[src/rtl/rr_arb_pkg.sv]
// Shared constants, state encoding and sizing helper for the 4-way round-robin arbiter.
package rr_arb_pkg;
  localparam int N_REQ = 4;
  localparam int IDX_W = 2;

  typedef enum logic [1:0] {
    IDLE  = 2'd0,
    GRANT = 2'd1
  } arb_state_e;

  function automatic int hold_w(input int max_hold);
    return $clog2(max_hold);
  endfunction
endpackage

[src/rtl/rr_arbiter_4_if.sv]
// Request/grant bundle between the requesters and the arbiter feeding the 2-to-4 decoder.
interface rr_arbiter_4_if;
  import rr_arb_pkg::*;

  logic [N_REQ-1:0] req;
  logic [IDX_W-1:0] grant_idx;
  logic             grant_valid;

  modport master (output req, input  grant_idx, input  grant_valid);
  modport slave  (input  req, output grant_idx, output grant_valid);
endinterface

[src/rtl/rr_pick_4.sv]
// Rotating-priority picker: first set req bit scanning ptr, ptr+1, ptr+2, ptr+3 (mod 4).
module rr_pick_4
  import rr_arb_pkg::*;
(
  input  logic [N_REQ-1:0] req,
  input  logic [IDX_W-1:0] ptr,
  output logic [IDX_W-1:0] idx,
  output logic             found
);
  logic [IDX_W-1:0] cand;

  // Scan from farthest to nearest so the closest hit to ptr overwrites the rest.
  always_comb begin
    idx   = '0;
    found = 1'b0;
    cand  = '0;
    for (int i = N_REQ - 1; i >= 0; i--) begin
      cand = ptr + IDX_W'(i);
      if (req[cand]) begin
        idx   = cand;
        found = 1'b1;
      end
    end
  end
endmodule

[src/rtl/rr_arbiter_4.sv]
// Four-requester round-robin arbiter with registered grant index/valid.
// Optional per-grant hold limit enabled by RR_ARB_HOLD_LIMIT_EN (uses MAX_HOLD).
module rr_arbiter_4
  import rr_arb_pkg::*;
#(
  parameter int MAX_HOLD = 8
) (
  input  logic           clk,
  input  logic           rst,
  rr_arbiter_4_if.slave  bus
);
  arb_state_e       state_q, state_d;
  logic [IDX_W-1:0] idx_q, idx_d;
  logic [IDX_W-1:0] ptr_q, ptr_d;
  logic             vld_q, vld_d;
  logic [IDX_W-1:0] pick_idx;
  logic             pick_found;
  logic             take;

  rr_pick_4 u_pick (
    .req   (bus.req),
    .ptr   (ptr_q),
    .idx   (pick_idx),
    .found (pick_found)
  );

`ifdef RR_ARB_HOLD_LIMIT_EN
  localparam int HOLD_W = hold_w(MAX_HOLD);
  localparam logic [HOLD_W-1:0] HOLD_TOP = HOLD_W'(MAX_HOLD - 1);

  logic [HOLD_W-1:0] cnt_q, cnt_d;
  logic [N_REQ-1:0]  others;
  logic              force_sw;

  assign others   = bus.req & ~(N_REQ'(1) << idx_q);
  assign force_sw = (cnt_q == HOLD_TOP) && (others != '0);
`else
  // MAX_HOLD has no effect without the hold limit.
  logic unused_max_hold;
  assign unused_max_hold = ^MAX_HOLD;
`endif

  always_comb begin
    state_d = state_q;
    idx_d   = idx_q;
    ptr_d   = ptr_q;
    vld_d   = vld_q;
    take    = 1'b0;
`ifdef RR_ARB_HOLD_LIMIT_EN
    cnt_d   = cnt_q;
`endif
    unique case (state_q)
      IDLE: begin
        vld_d = 1'b0;
        if (pick_found) begin
          state_d = GRANT;
          take    = 1'b1;
        end
      end
      GRANT: begin
        if (bus.req == '0) begin
          state_d = IDLE;
          vld_d   = 1'b0;
`ifdef RR_ARB_HOLD_LIMIT_EN
        end else if (!bus.req[idx_q] || force_sw) begin
          take = 1'b1;
        end else if (cnt_q != HOLD_TOP) begin
          cnt_d = cnt_q + 1'b1;
        end
`else
        end else if (!bus.req[idx_q]) begin
          take = 1'b1;
        end
`endif
      end
      default: begin
        state_d = IDLE;
        vld_d   = 1'b0;
      end
    endcase

    // ptr = grant+1 makes the outgoing holder the last one scanned next time.
    if (take) begin
      idx_d = pick_idx;
      ptr_d = pick_idx + 1'b1;
      vld_d = 1'b1;
`ifdef RR_ARB_HOLD_LIMIT_EN
      cnt_d = '0;
`endif
    end
  end

  always_ff @(posedge clk or posedge rst) begin
    if (rst) begin
      state_q <= IDLE;
      idx_q   <= '0;
      ptr_q   <= '0;
      vld_q   <= 1'b0;
`ifdef RR_ARB_HOLD_LIMIT_EN
      cnt_q   <= '0;
`endif
    end else begin
      state_q <= state_d;
      idx_q   <= idx_d;
      ptr_q   <= ptr_d;
      vld_q   <= vld_d;
`ifdef RR_ARB_HOLD_LIMIT_EN
      cnt_q   <= cnt_d;
`endif
    end
  end

  assign bus.grant_idx   = idx_q;
  assign bus.grant_valid = vld_q;
endmodule

[src/flat_wrapper.sv]
// flat-port wrapper written by rule: the top's interface ports become plain ports
module rr_arbiter_4_flat import rr_arb_pkg::*;
#(
  parameter int MAX_HOLD = 8
)
  (clk, rst, bus_req, bus_grant_idx, bus_grant_valid);
  rr_arbiter_4_if bus_i ();
  input  logic clk;
  input  logic rst;
  input wire logic [$bits(bus_i.req)-1:0] bus_req;
  output wire logic [$bits(bus_i.grant_idx)-1:0] bus_grant_idx;
  output wire logic [$bits(bus_i.grant_valid)-1:0] bus_grant_valid;
  assign bus_i.req = bus_req;
  assign bus_grant_idx = bus_i.grant_idx;
  assign bus_grant_valid = bus_i.grant_valid;
  rr_arbiter_4 #(.MAX_HOLD(MAX_HOLD)) u_core (.clk(clk), .rst(rst), .bus(bus_i));
endmodule
[config.mk]
export PLATFORM = sky130hd
export DESIGN_NAME = rr_arbiter_4_flat
export DESIGN_NICKNAME = d
export VERILOG_FILES = /design/src/rtl/rr_arb_pkg.sv /design/src/rtl/rr_arbiter_4_if.sv /design/src/rtl/rr_pick_4.sv /design/src/rtl/rr_arbiter_4.sv /design/src/flat_wrapper.sv
export SDC_FILE = /design/constraint.sdc
export NUM_CORES = 1
export LEC_CHECK = 0
export CAP_MARGIN = 20
export CORE_AREA = 2 2 39 41
export CTS_CLUSTER_DIAMETER = 60
export DETAILED_ROUTE_END_ITERATION = 7
export DIE_AREA = 0 0 41 43
export GPL_TIMING_DRIVEN = 0
export PLACE_DENSITY_LB_ADDON = 0.25
export SLEW_MARGIN = 10
export SYNTH_ARGS = -nofsm -noshare
export SYNTH_HDL_FRONTEND = slang
export SYNTH_HIERARCHICAL = 1
export SYNTH_SLANG_ARGS = --single-unit
[constraint.sdc]
create_clock -name clk -period 2.48 [get_ports clk]
set_input_delay 0.372 -clock clk [delete_from_list [all_inputs] [get_ports clk]]
set_output_delay 0.372 -clock clk [all_outputs]
set_load 0.05 [all_outputs]
==> flow_summary_export.csv, run 1 <==
group,metric,value,unit
place,io_buffer_count,8,
cells_and_area,layout.area.seq,150,um2
sta,rsz0062_at_grt,"false",
synthesis,ys_types,19,
sta,finalMaxSlewViolations,0,
cells_and_area,n_antenna_cell,0,
clocking,clock_latency,0.23,ns
place,gp_congestion,0.674,
critical_path,critical_path_required,2.59,ns
floorplanning,fp.dieW,41,um
clocking,path_clk_slew,0.04,ns
clocking,cts_resized,0,
critical_path,critPathLaunchType,"input pin",
synthesis,synth_top_area_share,0.386,
synthesis,syn_inst,38,
clocking,cts_hold_buffers,0,
routing,antenna_left,0,
run,cap_violations,0,
critical_path,crit_path_start,"bus_req[3]",
cells_and_area,fin_nets,57,
critical_path,reg2reg_from,"u_core/bus.grant_idx[0]",
pwr,p_leak,0.000216,uW
grt,grt_first_pass_wirelength,1080,um
sta,setup_violations,0,
cells_and_area,fillers,141,
cells_and_area,multi_input_area,231,um2
synthesis,synth_edf_count,0,
routing,post_drt_wl_per_cell,10.4,um
critical_path,cp_top_family,"buffers and inverters",
clocking,clockRootBuffer,"clkbuf_4",
pwr,ir_worst_vdd,622,uV
routing,dr_wl_met2,278,um
clocking,clockBufferDepth,2,
grt,grt_pass1_vias,254,
floorplanning,core-area,1380,um2
routing,firstDrtPassIters,2,
synthesis,ys.flop_type,"dfrtp_1",
synthesis,synthTopCellsByArea,"dfrtp_1 (39%), mux2_1 (12%), mux2i_1 (7.7%)",
critical_path,crit_arrival,2.12,ns
synthesis,synth_area_leader_cell,"dfrtp_1",
sta,tightest_slew,0.499,ns
clocking,cts_tree,"yes",
sta,post-route-period-util,0.812,
synthesis,synth_area,389,um2
sta,holdWs,0.344,ns
routing,vias_per_cell,4.46,
floorplanning,num_rows,14,
routing,met3_length,42,um
critical_path,reg2reg_slack,0.76,ns
critical_path,path_cells,"clkdlybuf4s50_1, nor2_1, nand2_1, nand2b_1, and3_4, a211oi_4, mux2_1",
sta,max_freq,497,MHz
clocking,cts.sinks,6,
routing,top_layer,"met3",
pwr,p_int,383,uW
pwr,power_frac_seq,0.300,
critical_path,critPathCaptureType,"flip-flop",
synthesis,synth-async-reset-ratio,1.00,
routing,num_vias,290,
floorplanning,die_area,1760,um2
cells_and_area,syn_to_final_growth,31.5,%
cells_and_area,drive_gt1_frac,0.143,
synthesis,ys_warn_count,6,
floorplanning,ios,9,
routing,routed_wl,679,um
sta,fin_worst_skew,0.00116,ns
floorplanning,die_h,43,um
critical_path,max_stage_delay,0.57,ns
synthesis,synth_common_cells,"dfrtp_1 (6), mux2_1 (4), nand2_1 (4), nor2_1 (4)",
routing,drtIter0Drc,3,
pwr,p_sw,285,uW
sta,fin_setup_tns,0,ns
grt,grt_max_degree,7,
routing,drc,0,
synthesis,ys_seq_elements,6,
hold_path,hp-class,"in2async",
critical_path,worst-path-max-fanout,6,
pwr,power.share.switching,0.427,
sta,fin_crit,2.01,ns
synthesis,yosysSeqAreaShare,0.386,
synthesis,syn_nets,44,
cells_and_area,fin_util,0.370,
floorplanning,initial_core_util,0.281,
critical_path,crit_buf_inv,1,
pwr,clkPwrFrac,0.122,
pwr,p_per_area,1300,nW/um2
synthesis,synth.avg_cell_area,10.2,um2
grt,grt_util_all_layers,0.0954,
place,dp_hpwl,577,um
run_status,status,"finished clean",
critical_path,critPathKind,"in2reg",
sta,final-hold-violation-count,0,
clocking,cts_setup_buffers,0,
routing,met1_length,358,um
sta,maxSlewHeadroom,0.666,
critical_path,slowest_stage,"clkdlybuf4s50_1",
grt,grt-ovfl-total,0,
grt,antenna_found_initial,0,
clocking,cts_htree_levels,1,
synthesis,synth_most_common_cell,"dfrtp_1",
pwr,combPwrFrac,0.578,
clocking,cts_buffers,3,
-- worst paths after layout --
check,cells past startpoint,endpoint
worst max-delay path,7,u_core/ptr_q[1]
worst min register to register,1,u_core/bus.grant_idx[1]
max in group asynchronous,2,u_core/bus.grant_valid
min in group clk,1,u_core/bus.grant_idx[1]
worst max register to register,4,u_core/ptr_q[1]
worst min-delay path,2,u_core/bus.grant_idx[0]
-- final cells by class --
cell class / instances / area share
Timing Repair Buffer: 8 / 0.156
Tap cell: 16 / 0.0391
Inverter: 2 / 0.0147
Sequential cell: 6 / 0.293
Multi-Input combinational cell: 30 / 0.452
Clock buffer: 3 / 0.0440
-- metrics by stage --
step           std cells  power (uW)  setup slack [ns]  cell area, um2
6_report              65         667             0.467             512
5_1_grt               65         723             0.387             512
4_1_cts               65         681             0.460             512
3_5_place_dp          62         596             0.222             489
3_3_place_gp          62         593             0.217             489
2_1_floorplan         38         496             0.534             389
-- sequential cells by signal (all words and copies together) (netlist names) --
name	flops
u_core/bus.grant_idx	2
u_core/ptr_q	2
u_core/bus.grant_valid	1
u_core/state_q	1
-- per-layer routing --
metal	global-route usage	vias up
li1	-	159
met1	0.133	124
met2	0.113	7
met3	0.0471	0
met4	0.0600	0
met5	0	-
-- power by group through the flow --
stage / sequential [uW] / clock [uW] / combinational [uW]
after detailed placement: 202 / 0 / 394
after CTS: 201 / 85.8 / 395
after global routing: 211 / 94.0 / 418
after global placement: 203 / 0 / 390
final: 200 / 81.5 / 386
after floorplan: 274 / 0 / 222
-- layout by cell type (no fill, tap or decap) --
master	instances
a211oi_1	1
a211oi_2	1
a211oi_4	1
a21oi_1	1
a31o_2	1
and3_4	1
clkbuf_4	3
clkdlybuf4s50_1	8
dfrtp_1	6
inv_1	2
mux2_1	4
mux2i_1	3
nand2_1	4
nand2b_1	3
nor2_1	4
nor2b_1	1
nor3_1	1
nor3b_1	1
o21bai_1	1
or4_1	1
xor2_1	1
-- worst reg2reg max path: cells and delay by family (launching register included) --
kind,cells,cell delay (ns)
AND/OR/NAND/NOR,1,0.20
multiplexers,2,0.70
AO/OA/AOI/OAI,1,0.31
flip-flops,1,0.40
-- kinds of logic after synthesis --
group,after synthesis,synth area share
simple gates,16,0.222
mux,7,0.193
compound gates,6,0.158
flops,6,0.386
buf+inv,2,0.0193
xor+xnor,1,0.0225
Power figures use the tool's default switching activity.
==> inputs of run 2 (changes only) <==
clock period = 1.85 ns   (was 2.48 ns; I/O delays follow)
==> flow_summary_export.csv, run 2 (synthesis gave the netlist of run 1 again) <==
group,metric,value,unit
grt,grt_max_degree,7,
pwr,p_leak,0.000261,uW
pwr,ir_worst_vdd,661,uV
clocking,cts_buffers,3,
grt,grt-ovfl-total,0,
routing,post_drt_wl_per_cell,10.8,um
sta,setup_violations,0,
routing,num_vias,305,
critical_path,critPathCaptureType,"output port",
place,io_buffer_count,8,
floorplanning,ios,9,
cells_and_area,fin_util,0.392,
cells_and_area,final_common_cell,"dfrtp_1",
clocking,cts_tree,"yes",
cells_and_area,drive_gt1_frac,0.216,
clocking,cts.sinks,6,
routing,vias_per_cell,4.55,
critical_path,critPathKind,"reg2out",
critical_path,worst-path-max-fanout,4,
cells_and_area,fin_nets,58,
clocking,path_clk_slew,0.05,ns
cells_and_area,fillers,142,
critical_path,reg2reg_slack,0.15,ns
cells_and_area,multi_input_area,239,um2
critical_path,cp_top_family,"buffers and inverters",
critical_path,crit_arrival,1.46,ns
clocking,clock_latency,0.24,ns
floorplanning,num_rows,14,
routing,routed_wl,721,um
pwr,p_per_area,1750,nW/um2
critical_path,max_stage_delay,0.83,ns
place,gp_congestion,0.652,
cells_and_area,syn_to_final_growth,39.2,%
place,placed_cell_area,490,um2
clocking,cts_hold_buffers,0,
grt,grt_pass1_vias,287,
routing,drc,0,
grt,grt_first_pass_wirelength,1130,um
sta,post-route-period-util,0.937,
sta,holdWs,0.240,ns
floorplanning,die_h,43,um
clocking,clockRootBuffer,"clkbuf_4",
sta,tightest_slew,0.494,ns
clocking,cts_htree_levels,1,
sta,final-hold-violation-count,0,
run_status,status,"finished clean",
clocking,clockBufferDepth,2,
floorplanning,initial_core_util,0.281,
critical_path,critPathLaunchType,"flip-flop",
sta,rsz0062_at_grt,"false",
sta,fin_worst_skew,0.00534,ns
sta,finalMaxSlewViolations,0,
cells_and_area,layout.area.seq,151,um2
routing,drtIter0Drc,6,
hold_path,hp-class,"in2async",
critical_path,critical_path_required,1.57,ns
sta,maxSlewHeadroom,0.670,
sta,max_freq,577,MHz
critical_path,crit_buf_inv,1,
cells_and_area,n_antenna_cell,0,
sta,fin_crit,1.73,ns
routing,antenna_left,0,
grt,grt_util_all_layers,0.101,
critical_path,slowest_stage,"clkdlybuf4s50_1",
routing,firstDrtPassIters,4,
floorplanning,fp.dieW,41,um
run,cap_violations,0,
floorplanning,core-area,1380,um2
place,dp_hpwl,583,um
critical_path,path_cells,"clkdlybuf4s50_1",
cells_and_area,stdcell_area,542,um2
floorplanning,die_area,1760,um2
grt,antenna_found_initial,0,
[run 2: worst paths after layout]
kind	startpoint	to	depth (start not counted)
max	u_core/bus.grant_idx[1]	bus_grant_idx[1]	1
min	rst	u_core/ptr_q[1]	2
max reg2reg	u_core/bus.grant_idx[0]	u_core/bus.grant_idx[1]	4
min reg2reg	u_core/bus.grant_idx[0]	u_core/bus.grant_idx[0]	1
max in group asynchronous	rst	u_core/bus.grant_idx[0]	2
min in group clk	bus_req[0]	u_core/ptr_q[0]	3
[run 2: area by class of cell]
class	instances	area share
clock buffer	4	0.0485
timing repair buffer	9	0.180
inverter	2	0.0139
sequential	6	0.279
multi-input combinational	30	0.441
tap	16	0.0370
[run 2: power breakdown]
group / switching, uW / total (uW) / internal, uW
combinational: 283 / 548 / 265
sequential: 73.4 / 276 / 202
clock: 44.1 / 126 / 81.5
total: 400 / 949 / 549
[run 2: layer usage]
layer,track usage,share of wire
met5,0,0
met1,0.136,0.51
met3,0.0314,0.061
met2,0.119,0.43
met4,0.100,0
[run 2: per-stage QoR]
stage	cells	setup WS [ns]	setup TNS [ns]	total power (uW)
after floorplan	38	0.0473	0	667
after global placement	62	-0.318	-1.25	798
after detailed placement	62	-0.327	-1.32	803
after CTS	67	0.00211	0	967
after global routing	67	0.0590	0	1030
final	67	0.117	0	949
[run 2: timing repair]
item / in CTS / in global routing
buffers inserted: 1 / 0
cloned: 0 / 0
gates resized for setup: 1 / 5
pin swaps: 1 / 1
endpoints found under the setup margin: 3 / 4
==> inputs of run 3 (changes only) <==
SKIP_CTS_REPAIR_TIMING = 1   (was unset)
==> flow_summary_export.csv, run 3 (synthesis gave the netlist of run 1 again) <==
group,metric,value,unit
clocking,cts_htree_levels,1,
place,gp_congestion,0.652,
cells_and_area,final_common_cell,"dfrtp_1",
critical_path,reg2reg_to,"u_core/bus.grant_idx[1]",
cells_and_area,fin_nets,58,
clocking,cts_tree,"yes",
place,io_buffer_count,8,
critical_path,crit_path_start,"u_core/bus.grant_idx[1]",
sta,fin_worst_skew,0.00534,ns
floorplanning,die_h,43,um
grt,grt_max_degree,7,
clocking,path_clk_slew,0.05,ns
place,dp_hpwl,583,um
clocking,cts_buffers,3,
grt,gr-usage-met2,0.119,
clocking,clock_latency,0.24,ns
critical_path,crit_arrival,1.45,ns
cells_and_area,fillers,141,
pwr,ir_worst_vdd,661,uV
floorplanning,ios,9,
run_status,status,"finished clean",
grt,grt_pass1_vias,277,
clocking,cts.sinks,6,
sta,tightest_slew,0.494,ns
floorplanning,core-area,1380,um2
cells_and_area,n_antenna_cell,0,
routing,firstDrtPassIters,4,
sta,finalMaxSlewViolations,0,
grt,antenna_found_initial,0,
grt,grtUsageMet3,0.0314,
critical_path,path_cells,"clkdlybuf4s50_1",
grt,grtUsageMet1,0.133,
critical_path,slowest_stage,"clkdlybuf4s50_1",
critical_path,max_stage_delay,0.82,ns
critical_path,critPathCaptureType,"output port",
critical_path,reg2reg_slack,0.20,ns
floorplanning,die_area,1760,um2
critical_path,crit_buf_inv,1,
critical_path,ff2ff_path_depth,4,
routing,num_vias,303,
grt,grt-ovfl-total,0,
place,place_ws,-0.327,ns
sta,final-hold-violation-count,0,
critical_path,critPathLaunchType,"flip-flop",
critical_path,worst-path-max-fanout,4,
cells_and_area,syn_to_final_growth,39.2,%
critical_path,setup.worst_path.end,"bus_grant_idx[1]",
grt,grt_first_pass_wirelength,1110,um
routing,antenna_left,0,
sta,post-route-period-util,0.935,
run,cap_violations,0,
sta,max_freq,578,MHz
clocking,clockRootBuffer,"clkbuf_4",
routing,post_drt_wl_per_cell,10.6,um
pwr,p_per_area,1750,nW/um2
sta,setup_ws,0.120,ns
routing,routed_wl,711,um
hold_path,hp-class,"in2async",
floorplanning,fp.dieW,41,um
pwr,p_leak,0.000261,uW
critical_path,reg2reg_from,"u_core/bus.grant_idx[0]",
grt,gr-max-usage-layer,"met1",
cells_and_area,fin_util,0.392,
routing,drtIter0Drc,6,
sta,rsz0062_at_grt,"false",
routing,drc,0,
critical_path,critical_path_required,1.57,ns
critical_path,crit_cells,1,
critical_path,critPathKind,"reg2out",
grt,grt_util_all_layers,0.100,
sta,maxSlewHeadroom,0.670,
sta,setup_violations,0,
critical_path,cp_top_family,"buffers and inverters",
cells_and_area,drive_gt1_frac,0.216,
sta,fin_setup_tns,0,ns
clocking,clockBufferDepth,2,
sta,fin_crit,1.73,ns
floorplanning,initial_core_util,0.281,
floorplanning,num_rows,14,
routing,vias_per_cell,4.52,
-- run 3: routing by layer --
layer  wire length [um]  vias to the layer above
met5                  0                        -
met2                302                        7
met3                 44                        0
met4                  0                        0
li1                   -                      163
met1                364                      133
-- run 3: stage by stage --
stage / power [uW] / cells / area, um2 / hold WS [ns]
floorplan: 667 / 38 / 390 / 0.0684
global placement: 798 / 62 / 490 / 0.499
detailed placement: 803 / 62 / 490 / 0.502
CTS: 934 / 66 / 517 / 0.237
global route: 1030 / 67 / 542 / 0.260
finish: 948 / 67 / 542 / 0.240
-- run 3: final cells by class --
class | count | area (um2) | share of cell area
Clock buffer | 4 | 26.3 | 0.0485
Inverter | 2 | 7.51 | 0.0139
Multi-Input combinational cell | 30 | 239 | 0.441
Sequential cell | 6 | 151 | 0.279
Tap cell | 16 | 20.0 | 0.0370
Timing Repair Buffer | 9 | 97.6 | 0.180
-- run 3: worst min-delay path by stage --
stage,startpoint,to,cells after the start
floorplan,rst,u_core/bus.grant_idx[1],1
global placement,rst,u_core/bus.grant_idx[1],2
detailed placement,rst,u_core/bus.grant_idx[1],2
CTS,rst,u_core/ptr_q[1],2
global route,rst,u_core/ptr_q[1],2
finish,rst,u_core/ptr_q[1],2
-- run 3: where the power goes --
part | internal (uW) | total (uW) | leakage [uW] | switching [uW]
Clock | 81.5 | 126 | 0.0000150 | 44.1
Combinational | 266 | 548 | 0.000179 | 283
Sequential | 202 | 275 | 0.0000663 | 72.3
==> edit (flow settings as in run 3) <==
The package constant `IDX_W` goes from 2 to 4.
--- a/src/rtl/rr_arb_pkg.sv
+++ b/src/rtl/rr_arb_pkg.sv
@@ -1,7 +1,7 @@
 // Shared constants, state encoding and sizing helper for the 4-way round-robin arbiter.
 package rr_arb_pkg;
   localparam int N_REQ = 4;
-  localparam int IDX_W = 2;
+  localparam int IDX_W = 4;
 
   typedef enum logic [1:0] {
     IDLE  = 2'd0,
Ports: changed (resized bus_grant_idx); port bits go from 9 to 11. No check against the original RTL was run, so the function may have changed too.
==> edit against run 3 <==
  * The run now ends with setup timing left
  * Final area is 120% higher
  * Synthesized area is 120% higher
  * Non-clock buffer count is 16 higher
  * Synthesized cell count is 120% higher
  * Worst setup slack worse by 1.1 ns
  * Sequential cell count is 4 higher
  * Routed wire length grew to 3.3 times the old value
  * Highest routed layer is now met4
Power is not shown: default switching activity piles up to over one toggle a cycle in this logic, so the estimate is an artifact.
==> edit: results (changes against run 3) <==
metric;value;unit;change
ANT cells;0;;unchanged
GPL Wtd Cong;0.751;;was 0.652
slowest CP cell;dfrtp_2;;was clkdlybuf4s50_1
worst setup margin;-0.941;ns;was 0.120 ns
first-pass GRT wire length;3020;um;was 1110 um
Clock Path Buffers;2;;unchanged
largest cells by area after synthesis;dfrtp_1 (29%), mux2_2 (10%), mux4_2 (7.8%), ha_1 (7.2%), mux2i_1 (3.5%);;was dfrtp_1 (39%), mux2_1 (12%), mux2i_1 (7.7%), a211oi_4 (5.1%), nand2b_1 (4.8%)
Synth Warn #;6;;unchanged
Yosys cell types;32;;was 19
DRT Pass-1 Iters;4;;unchanged
# port buffers;10;;was 8
setup tns final;-8.51;ns;was 0 ns
post-synthesis mux area share;0.247;;was 0.193
Final setup viols;10;;was 0
vias;804;;was 303
Synth Area in Compound Gates;0.159;;was 0.158
clk_lat worst skew;0.28;ns;was 0.24 ns
Top FF cell, synth;dfrtp_1;;unchanged
layout cells sized above 1;0.396;;was 0.216
cell family with most CP delay;simple AND/OR/NAND/NOR gates;;was buffers and inverters
crit-path max cell delay;0.42;ns;was 0.82 ns
Synth Area in XOR/XNOR;0.0506;;was 0.0225
CTS H-Tree Depth;1;;unchanged
DR WL/cell;18.7;um;was 10.6 um
Seq/Total Area, Yosys;0.289;;was 0.386
Max FO, Critical Path;8;;was 4
all-layer global routing usage;0.252;;was 0.100
post-synthesis adder-cell area fraction;0.0723;;was 0
top post-synthesis cells by count;dfrtp_1 (10), mux2_2 (8), inv_1 (7);;was dfrtp_1 (6), mux2_1 (4), nand2_1 (4), nor2_1 (4)
failing checks;setup timing;;
Reg clk slew, reported paths;0.08;ns;was 0.05 ns
initial antenna violation count;0;;unchanged
largest family of logic cells by synthesized area;multiplexers;;was simple AND/OR/NAND/NOR gates
Setup WS pre-CTS;-1.14;ns;was -0.327 ns
Max-slew headroom;0.668;;was 0.670
CTS buffer count;3;;unchanged
crit path DAT;2.95;ns;was 1.45 ns
DRT iter0 DRCs;13;;was 6
count of nets after finishing;123;;was 58
Mean Syn Cell Area;10.4;um2;was 10.2 um2
clk_skew;0.00645;ns;was 0.00534 ns
post-synthesis net count;94;;was 44
root buf cell;clkbuf_4;;unchanged
status;finished with violations;;was finished clean
vias in the first global route;699;;was 277
met1 Usage GRT;0.344;;was 0.133
met3 usage;0.0942;;was 0.0314
Final HPWL DP;1290;um;was 583 um
met2 Use GR;0.391;;was 0.119
Hold Crit Class;in2async;;unchanged
placed instance count;109;;was 62
largest net degree at the start of global routing;11;;was 7
async set or reset register ratio after synthesis;1.00;;unchanged
DR vias/cell;6.33;;was 4.52
-- edit: path summary, 6_finish.rpt --
kind,slack (ns),to,cells after the start,from
max,-0.94,u_core/bus.grant_idx[1],11,u_core/ptr_q[0]
min,0.28,u_core/bus.grant_idx[2],2,rst
max reg2reg,-0.94,u_core/bus.grant_idx[1],11,u_core/ptr_q[0]
min reg2reg,0.53,u_core/bus.grant_idx[2],1,u_core/bus.grant_idx[2]
max in group asynchronous,1.25,u_core/ptr_q[0],2,rst
min in group clk,0.53,u_core/bus.grant_idx[2],1,u_core/bus.grant_idx[2]
-- edit: cell type report --
class,count,area (um2)
Multi-Input combinational cell,65,644
Sequential cell,10,253
Fill cell,65,166
Clock buffer,4,36.3
Tap cell,16,20.0
Timing Repair Buffer,24,224
Inverter,7,28.8
Buffer,1,11.3
-- edit: stage by stage --
| stage | area [um2] | hold slack, ns | util |
|---|---|---|---|
| after floorplan | 930 | 0.118 | - |
| after global placement | 1050 | 0.497 | 0.759 |
| after detailed placement | 1050 | 0.504 | 0.759 |
| after CTS | 1090 | 0.296 | 0.785 |
| after global routing | 1220 | 0.337 | 0.880 |
| final | 1220 | 0.280 | 0.880 |
-- edit: logic make-up (layout without fill, tap and decap cells) --
kind of cell / count (synthesis) / count (layout)
flip-flops: 10 / 10
multiplexers: 15 / 15
XOR/XNOR: 5 / 5
buffers and inverters: 8 / 36
AND/OR/NAND/NOR: 21 / 21
adder cells (fa/ha/maj): 5 / 5
AO/OA/AOI/OAI: 19 / 19
-- edit: worst register-to-register path: cells and delay by family (launching register included) --
kind            cells  cell delay (ns)
simple gates        4             1.02
mux                 2             0.64
flops               1             0.42
buf+inv             3             0.34
fa+ha+maj           1             0.20
compound gates      1             0.06
-- edit: layer usage --
| metal | share of wire | vias to the layer above |
|---|---|---|
| li1 | - | 368 |
| met1 | 0.41 | 390 |
| met2 | 0.50 | 36 |
| met3 | 0.056 | 10 |
| met4 | 0.032 | 0 |
| met5 | 0 | - |
